File: config.mk
export PLATFORM = sky130hd
export DESIGN_NAME = fifo_wr_arbiter
export DESIGN_NICKNAME = d
export VERILOG_FILES = /design/src/rtl/fifo_arb_pkg.sv /design/src/rtl/fifo_wr_arbiter_rr_pick.sv /design/src/rtl/fifo_wr_arbiter.sv
export SDC_FILE = /design/constraint.sdc
export NUM_CORES = 1
export LEC_CHECK = 0
export ABC_CLOCK_PERIOD_IN_PS = 3400
export BUFFER_PORTS_ARGS = -buffer_cell sky130_fd_sc_hd__buf_4
export CORE_ASPECT_RATIO = 0.75
export CORE_MARGIN = 5
export CORE_UTILIZATION = 42
export CTS_CLUSTER_DIAMETER = 60
export CTS_CLUSTER_SIZE = 20
export DETAILED_ROUTE_END_ITERATION = 8
export PLACE_DENSITY = 0.8
export SYNTH_ARGS = -nofsm -noshare
export SYNTH_HDL_FRONTEND = slang
export SYNTH_SLANG_ARGS = --single-unit
File: constraint.sdc
create_clock -name clk -period 3.4 [get_ports clk]
set_input_delay 0 -clock clk [delete_from_list [all_inputs] [get_ports clk]]
set_output_delay 0 -clock clk [all_outputs]
set_load 0.02 [all_outputs]
File: src/rtl/fifo_arb_pkg.sv
// Shared types and constants for the FIFO write-port arbiter.
package fifo_arb_pkg;

  typedef enum logic {
    IDLE  = 1'b0,
    BURST = 1'b1
  } arb_state_e;

  localparam int DEF_NUM_REQ   = 4;
  localparam int DEF_DATA_W    = 16;
  localparam int DEF_MAX_BURST = 8;

  // Index width that never collapses to zero bits.
  function automatic int clog2_min1(input int n);
    return (n <= 2) ? 1 : $clog2(n);
  endfunction

endpackage

File: src/rtl/fifo_wr_arbiter_rr_pick.sv
// Combinational round-robin selector: first requester after rr_ptr_i wins.
module rr_pick
  import fifo_arb_pkg::*;
#(
  parameter int NUM_REQ = DEF_NUM_REQ,
  parameter int ID_W    = clog2_min1(NUM_REQ)
) (
  input  logic [NUM_REQ-1:0] req_i,
  input  logic [ID_W-1:0]    rr_ptr_i,
  output logic [NUM_REQ-1:0] winner_o,
  output logic [ID_W-1:0]    winner_id_o,
  output logic               any_req_o
);

  logic            found;
  logic [ID_W-1:0] cand;

  // Scan ptr+1 .. ptr+NUM_REQ so the previous owner is checked last.
  always_comb begin
    winner_o    = '0;
    winner_id_o = '0;
    found       = 1'b0;
    cand        = '0;
    for (int k = 1; k <= NUM_REQ; k++) begin
      cand = ID_W'((int'(rr_ptr_i) + k) % NUM_REQ);
      if (!found && req_i[cand]) begin
        found          = 1'b1;
        winner_o[cand] = 1'b1;
        winner_id_o    = cand;
      end
    end
    any_req_o = |req_i;
  end

endmodule

File: src/rtl/fifo_wr_arbiter.sv
// Round-robin owner of the FIFO write port with packet-aware hold and burst cap.
module fifo_wr_arbiter
  import fifo_arb_pkg::*;
#(
  parameter int  NUM_REQ   = DEF_NUM_REQ,
  parameter int  DATA_W    = DEF_DATA_W,
  parameter int  MAX_BURST = DEF_MAX_BURST,
  localparam int ID_W      = clog2_min1(NUM_REQ),
  localparam int CNT_W     = $clog2(MAX_BURST) + 1
) (
  input  logic                      clk,
  input  logic                      rst,
  input  logic [NUM_REQ-1:0]        req_valid,
  input  logic [NUM_REQ*DATA_W-1:0] req_data,
  input  logic [NUM_REQ-1:0]        req_last,
  output logic [NUM_REQ-1:0]        req_ready,
  input  logic                      fifo_full,
  output logic                      fifo_wr_en,
  output logic [DATA_W-1:0]         fifo_din,
  output logic [NUM_REQ-1:0]        grant,
  output logic [ID_W-1:0]           grant_id,
  output logic                      busy
);

  arb_state_e         state_q;
  logic [NUM_REQ-1:0] grant_q;
  logic [ID_W-1:0]    grant_id_q;
  logic [ID_W-1:0]    rr_ptr_q;
  logic [CNT_W-1:0]   beat_cnt_q;
  logic [CNT_W-1:0]   beat_cnt_d;
  logic               busy_q;

  logic [NUM_REQ-1:0] pick_onehot;
  logic [ID_W-1:0]    pick_id;
  logic               any_req;

  logic               own_valid;
  logic               own_last;
  logic               at_max;
  logic               release_burst;

  rr_pick #(
    .NUM_REQ (NUM_REQ),
    .ID_W    (ID_W)
  ) u_rr_pick (
    .req_i       (req_valid),
    .rr_ptr_i    (rr_ptr_q),
    .winner_o    (pick_onehot),
    .winner_id_o (pick_id),
    .any_req_o   (any_req)
  );

  // Owner data mux; grant_id_q is 0 when idle, so this idles on requester 0.
  always_comb begin
    fifo_din  = '0;
    own_valid = 1'b0;
    own_last  = 1'b0;
    for (int i = 0; i < NUM_REQ; i++) begin
      if (grant_id_q == ID_W'(i)) begin
        fifo_din  = req_data[i*DATA_W +: DATA_W];
        own_valid = req_valid[i];
        own_last  = req_last[i];
      end
    end
  end

  assign req_ready     = grant_q & {NUM_REQ{~fifo_full}};
  assign fifo_wr_en    = busy_q & own_valid & ~fifo_full;
  assign beat_cnt_d    = beat_cnt_q + CNT_W'(1);
  assign at_max        = (beat_cnt_q == CNT_W'(MAX_BURST - 1));
  assign release_burst = fifo_wr_en & (own_last | at_max);

  always_ff @(posedge clk) begin
    if (rst) begin
      state_q    <= IDLE;
      grant_q    <= '0;
      grant_id_q <= '0;
      rr_ptr_q   <= ID_W'(NUM_REQ - 1);
      beat_cnt_q <= '0;
      busy_q     <= 1'b0;
    end else begin
      case (state_q)
        IDLE: begin
          if (any_req) begin
            state_q    <= BURST;
            grant_q    <= pick_onehot;
            grant_id_q <= pick_id;
            beat_cnt_q <= '0;
            busy_q     <= 1'b1;
          end
        end
        BURST: begin
          // Last beat and burst cap coinciding still yield one release.
          if (release_burst) begin
            state_q    <= IDLE;
            grant_q    <= '0;
            grant_id_q <= '0;
            rr_ptr_q   <= grant_id_q;
            beat_cnt_q <= '0;
            busy_q     <= 1'b0;
          end else if (fifo_wr_en) begin
            beat_cnt_q <= beat_cnt_d;
          end
        end
        default: begin
          state_q <= IDLE;
          busy_q  <= 1'b0;
        end
      endcase
    end
  end

  assign grant    = grant_q;
  assign grant_id = grant_id_q;
  assign busy     = busy_q;

endmodule

==> impl_metrics.yaml <==
place:
  finalWeightedCongestion: 0.889
  pre_cts_ws_ns: 1.00
  portBuffers: 102
  dp_cells: 291
  dp_hpwl_microns: 4010
finish:
  layout_common_cells: "buf_4, mux4_2, dfxtp_1"
  fillers: 289
  layout.nets: 329
  final_common_cell: "buf_4"
  diodes: 0
  final_cells: 295
  area_growth_syn_to_layout_pct: 55.0
  drive_gt1_share_pct: 57.6
critical_path:
  r2r-start: "rr_ptr_q[1]$_SDFFE_PP1P_"
  start_kind: "flop"
  crit_type: "flop to flop"
  worstPathCellList: "inv_1 -> ha_1 -> mux2i_1 -> mux2i_1 -> a221oi_1 -> nor3_1 -> a221o_1"
  required_ns: 3.53
  path_max_fanout: 10
  max_stage_delay_ns: 0.55
  crit_path_end_kind: "flop"
  critPathSlowestCell: "dfxtp_1"
  cp.arrival_ns: 2.57
  cpMostUsedCell: "mux2i_1"
  cp-startpoint: "rr_ptr_q[1]$_SDFFE_PP1P_"
synth:
  synth_edf_count: 0
  synth_seq_cells: 14
  synth_flop_cell: "dfxtp_1"
  synth_area_per_cell_sq_um: 10.6
  ys_types: 40
  synth_nets: 229
  syn_area_sq_mm: 0.00154
  synthArstFlopShare_pct: 0
  ys_warn_count: 0
  syn_inst: 145
  ys_seq_area_share_pct: 18.2
timing:
  clock.fmax_mhz: 410
  min_period_ns: 2.44
  relSlewSlack_pct: 65.5
  setup_tns_ns: 0
  setup_viol: 0
  setup_ws_ns: 0.958
  finClkSkew_ns: 0.00102
  slew_viol_final: 0
  tightest_slew_ns: 0.503
  rsz0062_at_grt: "false"
  report.final.hold_viol_count: 0
  fin_crit_sh_pct: 71.8
route:
  vias: 1601
  route.detailed.drc: 0
  ant_nets: 0
  initialDrtViolationCount: 77
  first_pass_iters: 4
  routed_via_density: 5.43
  drt_wl_total_microns: 4880
  wl_per_cell_microns: 16.6
status:
  status: "finished, final reports clean"
clock_network:
  cts_tree: "done"
  ctsHoldBuffers: 1
  cts_made_buffers: 3
  cts_sinks: 14
  clk_pin_slew_worst_paths_ns: 0.05
  cts-root-buf: "clkbuf_8"
  clock_path_buffers: 2
  post_cts_resized: 0
  clock_latency_ns: 0.24
  htree_levels: 1
  cts_setup_buffers: 0
global_routing:
  gr-total-overflow: 0
  grt_max_degree: 18
  grt_pass1_wl_microns: 7890
  antenna_found_initial: 0
  grt_pass1_vias: 1552
  grt_usage_pct: 19.3
floorplanning:
  fp.dieW_microns: 80.0
  dieArea_sq_mm: 0.00500
  coreArea_sq_mm: 0.00361
  die_h_microns: 62.5
  start_util_pct: 42.7
  ioPinCount: 103
  placementRows: 19
worst_hold_path:
  min_path_type: "input pin to flop"
  hold_start: "req_valid[3]"
pwr:
  ir_worst_vdd_mv: 0.201
  power.density_mw_per_mm2: 253
  leakagePower_nw: 1.06
flow_run:
  drv_cap: 0
## kinds of logic (layout without fill, tap and decap cells)
logic type,after synthesis,after routing,share of synthesized area [%]
buffers and inverters,19,117,5.60
adders and majority gates,9,9,7.30
muxes,33,33,37.9
xor gates and xnor gates,3,3,1.70
DFF,14,14,18.2
and+or+nand+nor,38,38,13.4
AOI/OAI and AO/OA,29,29,16.0
## registers in the layout, summed over array words and instances, names as in the netlist
register    flops
grant           4
grant_id        2
rr_ptr_q        2
busy            1
beat_cnt_q      4
state_q         1
## stage by stage
step	hold WS (ns)	power, mW	util (%)	instance area [sq um]
final	0.176	0.605	66.2	2390
after floorplan	0.0781	0.346	-	1540
after CTS	0.167	0.609	66.2	2390
after global placement	0.248	0.472	64.8	2340
after detailed placement	0.248	0.476	64.8	2340
after global routing	0.214	0.639	66.2	2390
## metal layers
layer / vias to the layer above / part of all wire, % / track usage [%] / wire (microns)
met1: 769 / 42 / 25.2 / 2030
met5: - / 0 / 0 / 0
met4: 0 / 1.2 / 2.74 / 61
li1: 763 / - / - / -
met3: 6 / 7.7 / 4.61 / 378
met2: 63 / 49 / 33.0 / 2410
## synthesized netlist by cell type (all sizes together) (4+ instances only)
| master | count | area [sq um] |
|---|---|---|
| mux4 | 20 | 450 |
| dfxtp | 14 | 280 |
| nor2 | 12 | 45.0 |
| buf | 11 | 56.3 |
| mux2i | 10 | 100 |
| nor2b | 10 | 62.6 |
| ha | 9 | 113 |
| inv | 8 | 30.0 |
| nor3 | 5 | 30.0 |
| nand3 | 4 | 20.0 |
| o21ai | 4 | 20.0 |
## layout make-up
cell class,instances,area (sq um),share of cell area [%]
clock buffers,3,41.3,1.73
well taps,52,65.1,2.72
inverters,8,30.0,1.26
multi-input cells,112,1180,49.2
flip-flops and latches,14,280,11.7
repair buffers,106,798,33.4
## critical path: cells and delay by family, from the launching register on
kind | cells | cell delay [ns]
simple gates | 1 | 0.09
buf+inv | 1 | 0.18
flops | 1 | 0.55
compound gates | 2 | 0.52
mux | 2 | 0.52
fa+ha+maj | 1 | 0.47
## path summary, 6_finish.rpt
kind | to | slack (ns) | cells after the start
worst max-delay path | grant[1]$_SDFFE_PP0P_ | 0.96 | 7
worst min-delay path | grant_id[0]$_SDFFE_PP0P_ | 0.18 | 3
worst min register to register | grant[2]$_SDFFE_PP0P_ | 0.51 | 2
worst max register to register | grant[1]$_SDFFE_PP0P_ | 0.96 | 7
## power breakdown
group          leakage, nW  internal (mW)  switching (mW)
registers            0.115          0.173          0.0123
clock network       0.0216         0.0782          0.0542
logic                0.924          0.163           0.124
total                 1.06          0.415           0.191
No activity file was read; power rests on OpenSTA's default activity.
